[config.mk]
export PLATFORM = sky130hd
export DESIGN_NAME = vga_sprite_scheduler
export DESIGN_NICKNAME = d
export VERILOG_FILES = /design/src/rtl/vga_pkg.sv /design/src/rtl/sprite_axis_step.sv /design/src/rtl/vga_sprite_scheduler.sv
export SDC_FILE = /design/constraint.sdc
export NUM_CORES = 1
export LEC_CHECK = 0
export CAP_MARGIN = 20
export CORE_MARGIN = 4
export CORE_UTILIZATION = 49
export DETAILED_ROUTE_END_ITERATION = 8
export GPL_ROUTABILITY_DRIVEN = 0
export PLACE_DENSITY = 0.74
export SETUP_SLACK_MARGIN = 0.15
export SYNTH_ARGS = -nofsm -noshare
export SYNTH_HDL_FRONTEND = slang
export SYNTH_SLANG_ARGS = --single-unit
[constraint.sdc]
create_clock -name clk -period 4.8 [get_ports clk]
set_input_delay 0.48 -clock clk [delete_from_list [all_inputs] [get_ports clk]]
set_output_delay 0.48 -clock clk [all_outputs]
set_load 0.02 [all_outputs]
[src/rtl/vga_pkg.sv]
// vga_pkg: shared VGA timing constants and sprite scheduler state encoding
package vga_pkg;
  localparam int H_RES   = 640;
  localparam int V_RES   = 480;
  localparam int H_FP    = 16;
  localparam int H_SYNC  = 96;
  localparam int H_BP    = 48;
  localparam int V_FP    = 10;
  localparam int V_SYNC  = 2;
  localparam int V_BP    = 33;
  localparam int H_TOTAL = 800;
  localparam int V_TOTAL = 525;
  typedef enum logic [1:0] {IDLE, CALC_X, CALC_Y, COMMIT} sched_state_t;
endpackage

[src/rtl/sprite_axis_step.sv]
// sprite_axis_step: one-axis bounce arithmetic shared by the scheduler for X and Y
module sprite_axis_step #(
  parameter int STEP_W = 4
) (
  input  logic [9:0]        pos,
  input  logic              dir,
  input  logic [STEP_W-1:0] speed,
  input  logic [9:0]        max,
  output logic [9:0]        pos_next,
  output logic              dir_next,
  output logic              hit
);
  logic [10:0] sum;
  logic        up_hit;
  logic        dn_hit;
  logic        moving;
  always_comb begin
    sum      = {1'b0, pos} + 11'(speed);
    up_hit   = sum >= {1'b0, max};
    dn_hit   = pos <= 10'(speed);
    moving   = speed != '0;
    hit      = moving && (dir ? up_hit : dn_hit);
    pos_next = !moving ? pos : dir ? (up_hit ? max : sum[9:0]) : (dn_hit ? 10'd0 : pos - 10'(speed));
    dir_next = hit ? ~dir : dir;
  end
endmodule

[src/rtl/vga_sprite_scheduler.sv]
// vga_sprite_scheduler: frame-synchronous sprite motion, X then Y through one shared
// axis calculator, committed together at the start of vertical blanking
module vga_sprite_scheduler import vga_pkg::*; #(
  parameter int H_RES       = 640,
  parameter int V_RES       = 480,
  parameter int SPRITE_SIZE = 54,
  parameter int STEP_W      = 4,
  parameter int DIV_W       = 8
) (
  input  logic              clk,
  input  logic              rst_n,
  input  logic [9:0]        counter_x,
  input  logic [9:0]        counter_y,
  input  logic              run,
  input  logic              step,
  input  logic [DIV_W-1:0]  frame_div,
  input  logic [STEP_W-1:0] speed_x,
  input  logic [STEP_W-1:0] speed_y,
  output logic [9:0]        sprite_x,
  output logic [9:0]        sprite_y,
  output logic              dir_x,
  output logic              dir_y,
  output logic              bounce,
  output logic              frame_tick
);
  localparam logic [9:0] X_MAX = 10'(H_RES - SPRITE_SIZE);
  localparam logic [9:0] Y_MAX = 10'(V_RES - SPRITE_SIZE);
  sched_state_t      state;
  logic [DIV_W-1:0]  frame_cnt;
  logic              step_pend;
  logic [9:0]        wx, wy;
  logic              wdx, wdy, whx, why;
  logic              due, trigger, on_x;
  logic [9:0]        a_pos, a_max, n_pos;
  logic              a_dir, n_dir, n_hit;
  logic [STEP_W-1:0] a_speed;
  always_comb begin
    due     = frame_cnt == frame_div;
    trigger = frame_tick && state == IDLE && (run ? due : step_pend);
    on_x    = state == CALC_X;
    a_pos   = on_x ? sprite_x : sprite_y;
    a_dir   = on_x ? dir_x : dir_y;
    a_speed = on_x ? speed_x : speed_y;
    a_max   = on_x ? X_MAX : Y_MAX;
  end
  sprite_axis_step #(.STEP_W(STEP_W)) u_axis (
    .pos(a_pos), .dir(a_dir), .speed(a_speed), .max(a_max),
    .pos_next(n_pos), .dir_next(n_dir), .hit(n_hit)
  );
  always_ff @(posedge clk or negedge rst_n) begin
    if (!rst_n) begin
      state      <= IDLE;
      frame_cnt  <= '0;
      step_pend  <= 1'b0;
      frame_tick <= 1'b0;
      bounce     <= 1'b0;
      sprite_x   <= '0;
      sprite_y   <= '0;
      dir_x      <= 1'b1;
      dir_y      <= 1'b1;
      {wx, wdx, whx} <= '0;
      {wy, wdy, why} <= '0;
    end else begin
      frame_tick <= counter_x == 10'd0 && counter_y == 10'(V_RES);
      if (frame_tick) frame_cnt <= due ? '0 : frame_cnt + DIV_W'(1);
      // a step landing on the tick cycle stays pending for the following tick
      step_pend <= run ? 1'b0 : step ? 1'b1 : trigger ? 1'b0 : step_pend;
      state <= trigger ? CALC_X : state == CALC_X ? CALC_Y : state == CALC_Y ? COMMIT : IDLE;
      bounce <= 1'b0;
      if (state == CALC_X) {wx, wdx, whx} <= {n_pos, n_dir, n_hit};
      if (state == CALC_Y) {wy, wdy, why} <= {n_pos, n_dir, n_hit};
      if (state == COMMIT) begin
        sprite_x <= wx;
        sprite_y <= wy;
        dir_x    <= wdx;
        dir_y    <= wdy;
        bounce   <= whx | why;
      end
    end
  end
endmodule

==> metrics.cfg <==
[sta]
hold_viol_final = 0
period_needed_ps = 4362
max_slew.worst_pin.slew_ps = 996.1
layout_setup_ws_ps = 437.8
final.setup.tns_ps = 0
fin_crit_sh = 0.9088
clock_skew_ps = 11.12
drv_slew = 0
slew-limit-headroom = 0.3315
max_freq_mhz = 229.2
holdWs_ps = 266.5
grt_setup_unrepaired = true
setup_violations = 0

[die]
die_area_mm2 = 0.009280
ioPinCount = 64
die_w_um = 96.34
core_mm2 = 0.007408
start_util = 0.5161
fp-row-count = 31
die_y_um = 96.34

[cells_and_area]
mostFrequentLayoutCells = clkdlybuf4s50_1 (62), dfrtp_1 (57), mux2_2 (33)
num-fill-cells = 616
drive_above_1_share = 0.1674
antennaDiodeCount = 0
syn_to_final_growth_pct = 25.82
finalNonFillerCells = 559
layout_commonest_cell = clkdlybuf4s50_1
nNetsFinal = 516

[routing]
wl_per_cell_um = 17.25
wirelength_um = 9640
drt_iter0_markers = 210
ant_nets = 0
drt_pass1_iterations = 5
viasPerCell = 5.921
vias = 3310
drcViolationCount = 0

[logic_synthesis]
yosys_register_bits = 59
postSynth.asyncResetShare = 1.000
synth_top_area_frac = 0.3730
synth_edf_count = 0
syn-mean-instance-area_um2 = 9.880
synth_warnings = 0
synth_top_area_cell = dfrtp_1
syn-num-nets = 448
syn_inst = 387
yosys-top-cells-area = dfrtp_1 (37%), mux2_2 (9.7%), ha_1 (6.2%)
netlist_area_mm2 = 0.003824
yosysUniqueCellTypes = 59
synth_ff_type = dfrtp_1
yosysSeqAreaShare = 0.3868

[clock_network]
clock_latency_ps = 350
clkTransAtPathRegs_ps = 80
cts_buffers = 9
cts_tree = done
ctsLongestPathBuffers = 2
root_buffer = clkbuf_8
htreeDepth = 3
cts.sinks = 59

[place]
io_buffers = 63
pre_cts_ws_ps = 46.38
dp_hpwl_um = 6981
dp.cells = 539

[run_status]
status = finished clean

[global_route]
grt_first_pass_wirelength_um = 15550
grt_start_max_net_pins = 60
grt_use_total = 0.2203
antenna_found_initial = 0
grt.overflow.total = 0
grt_pass1_vias = 3266

[run]
max-cap-violations = 0

[worst_setup_path]
crit_fanout = 14
start_kind = register
critPathCaptureType = register
cp.required_ps = 5000
crit_type = reg -> reg
crit_arrival_ps = 4560

[pwr]
p_leak_nw = 1.926
p_total_mw = 3.535
ir_worst_vdd_uv = 265.9
power_density_mw_per_mm2 = 734.8

[min_path]
min_path_type = in -> async

[cells by family after synthesis]
kind of cell,share of synthesized area
DFF,0.3868
adders and majority gates,0.07264
xor gates and xnor gates,0.05726
and+or+nand+nor,0.1626
AOI/OAI and AO/OA,0.1643
muxes,0.1217
buffers and inverters,0.03468
[synthesized netlist by cell type (all sizes together) (6+ instances only)]
library cell  number
a21oi             17
a31oi              9
clkbuf             9
dfrtp             57
ha                19
inv               19
mux2              33
mux2i              9
nand2             25
nand2b             8
nand3             11
nand4              6
nor2              31
nor4               6
o21ai             22
o22ai              7
xnor2             16
xor2               9
[timing repair]
action | in CTS | in global routing
setup buffers | 0 | 2
setup endpoints to repair | 11 | 24
hold buffers | 0 | 0
pin swaps | 0 | 1
cloned | 0 | 0
resized for setup | 1 | 7
[state kept, by name, indices dropped and copies added (netlist names), 2 cells and up]
register,cells
sprite_x,10
sprite_y,10
frame_cnt,8
wx,10
state,2
wy,10
[critical path, stage by stage, from the launching register on]
cell and delay, ps:
dfrtp_1 420, inv_1 130, ha_4 280, mux2_2 410, ha_1 460, nand2b_1 230, a21oi_2 250, nand2_1 130
xnor2_2 220, ha_1 290, and3_1 210, a221oi_1 310, and2_2 260, a21oi_2 120, a2111oi_4 350, o22ai_1 140
[report_power, final]
| part | total, mW | switching, mW | internal, mW |
|---|---|---|---|
| Clock | 0.401 | 0.216 | 0.185 |
| Combinational | 2.24 | 1.23 | 1.00 |
| Sequential | 0.899 | 0.192 | 0.707 |
| Total | 3.53 | 1.64 | 1.89 |
[per-stage QoR]
step / instance area, um2 / utilization
CTS: 4718 / 0.6369
floorplan: 3824 / -
detailed placement: 4544 / 0.6134
finish: 4811 / 0.6494
global placement: 4544 / 0.6134
global route: 4811 / 0.6494
[area by class of cell]
cell class	count	area (um2)	area share
sequential	59	1479	0.3074
inverter	19	71.32	0.01482
tap	99	123.9	0.02575
clock buffer	9	123.9	0.02575
clock inverter	7	43.79	0.009103
timing repair buffer	71	693.2	0.1441
multi-input combinational	295	2276	0.4731
[final timing paths]
| kind | end | depth (start not counted) | slack [ps] | start |
|---|---|---|---|---|
| min in group clk | wx[8] | 1 | 490 | wx[8] |
| min reg2reg | wx[8] | 1 | 490 | wx[8] |
| max reg2reg | wy[5] | 15 | 440 | state[1] |
| max in group asynchronous | sprite_x[3] | 2 | 4040 | rst_n |
| min | step_pend | 2 | 270 | rst_n |
| max | wy[5] | 15 | 440 | state[1] |
[per-layer routing]
metal,global-route usage,wire (um),vias to the layer above
met5,0,0,-
met4,0.07827,174,0
met3,0.06880,645,16
met2,0.3594,4795,131
met1,0.2747,4025,1604
li1,-,-,1559
Note: power is estimated with default switching activity, not from simulation.
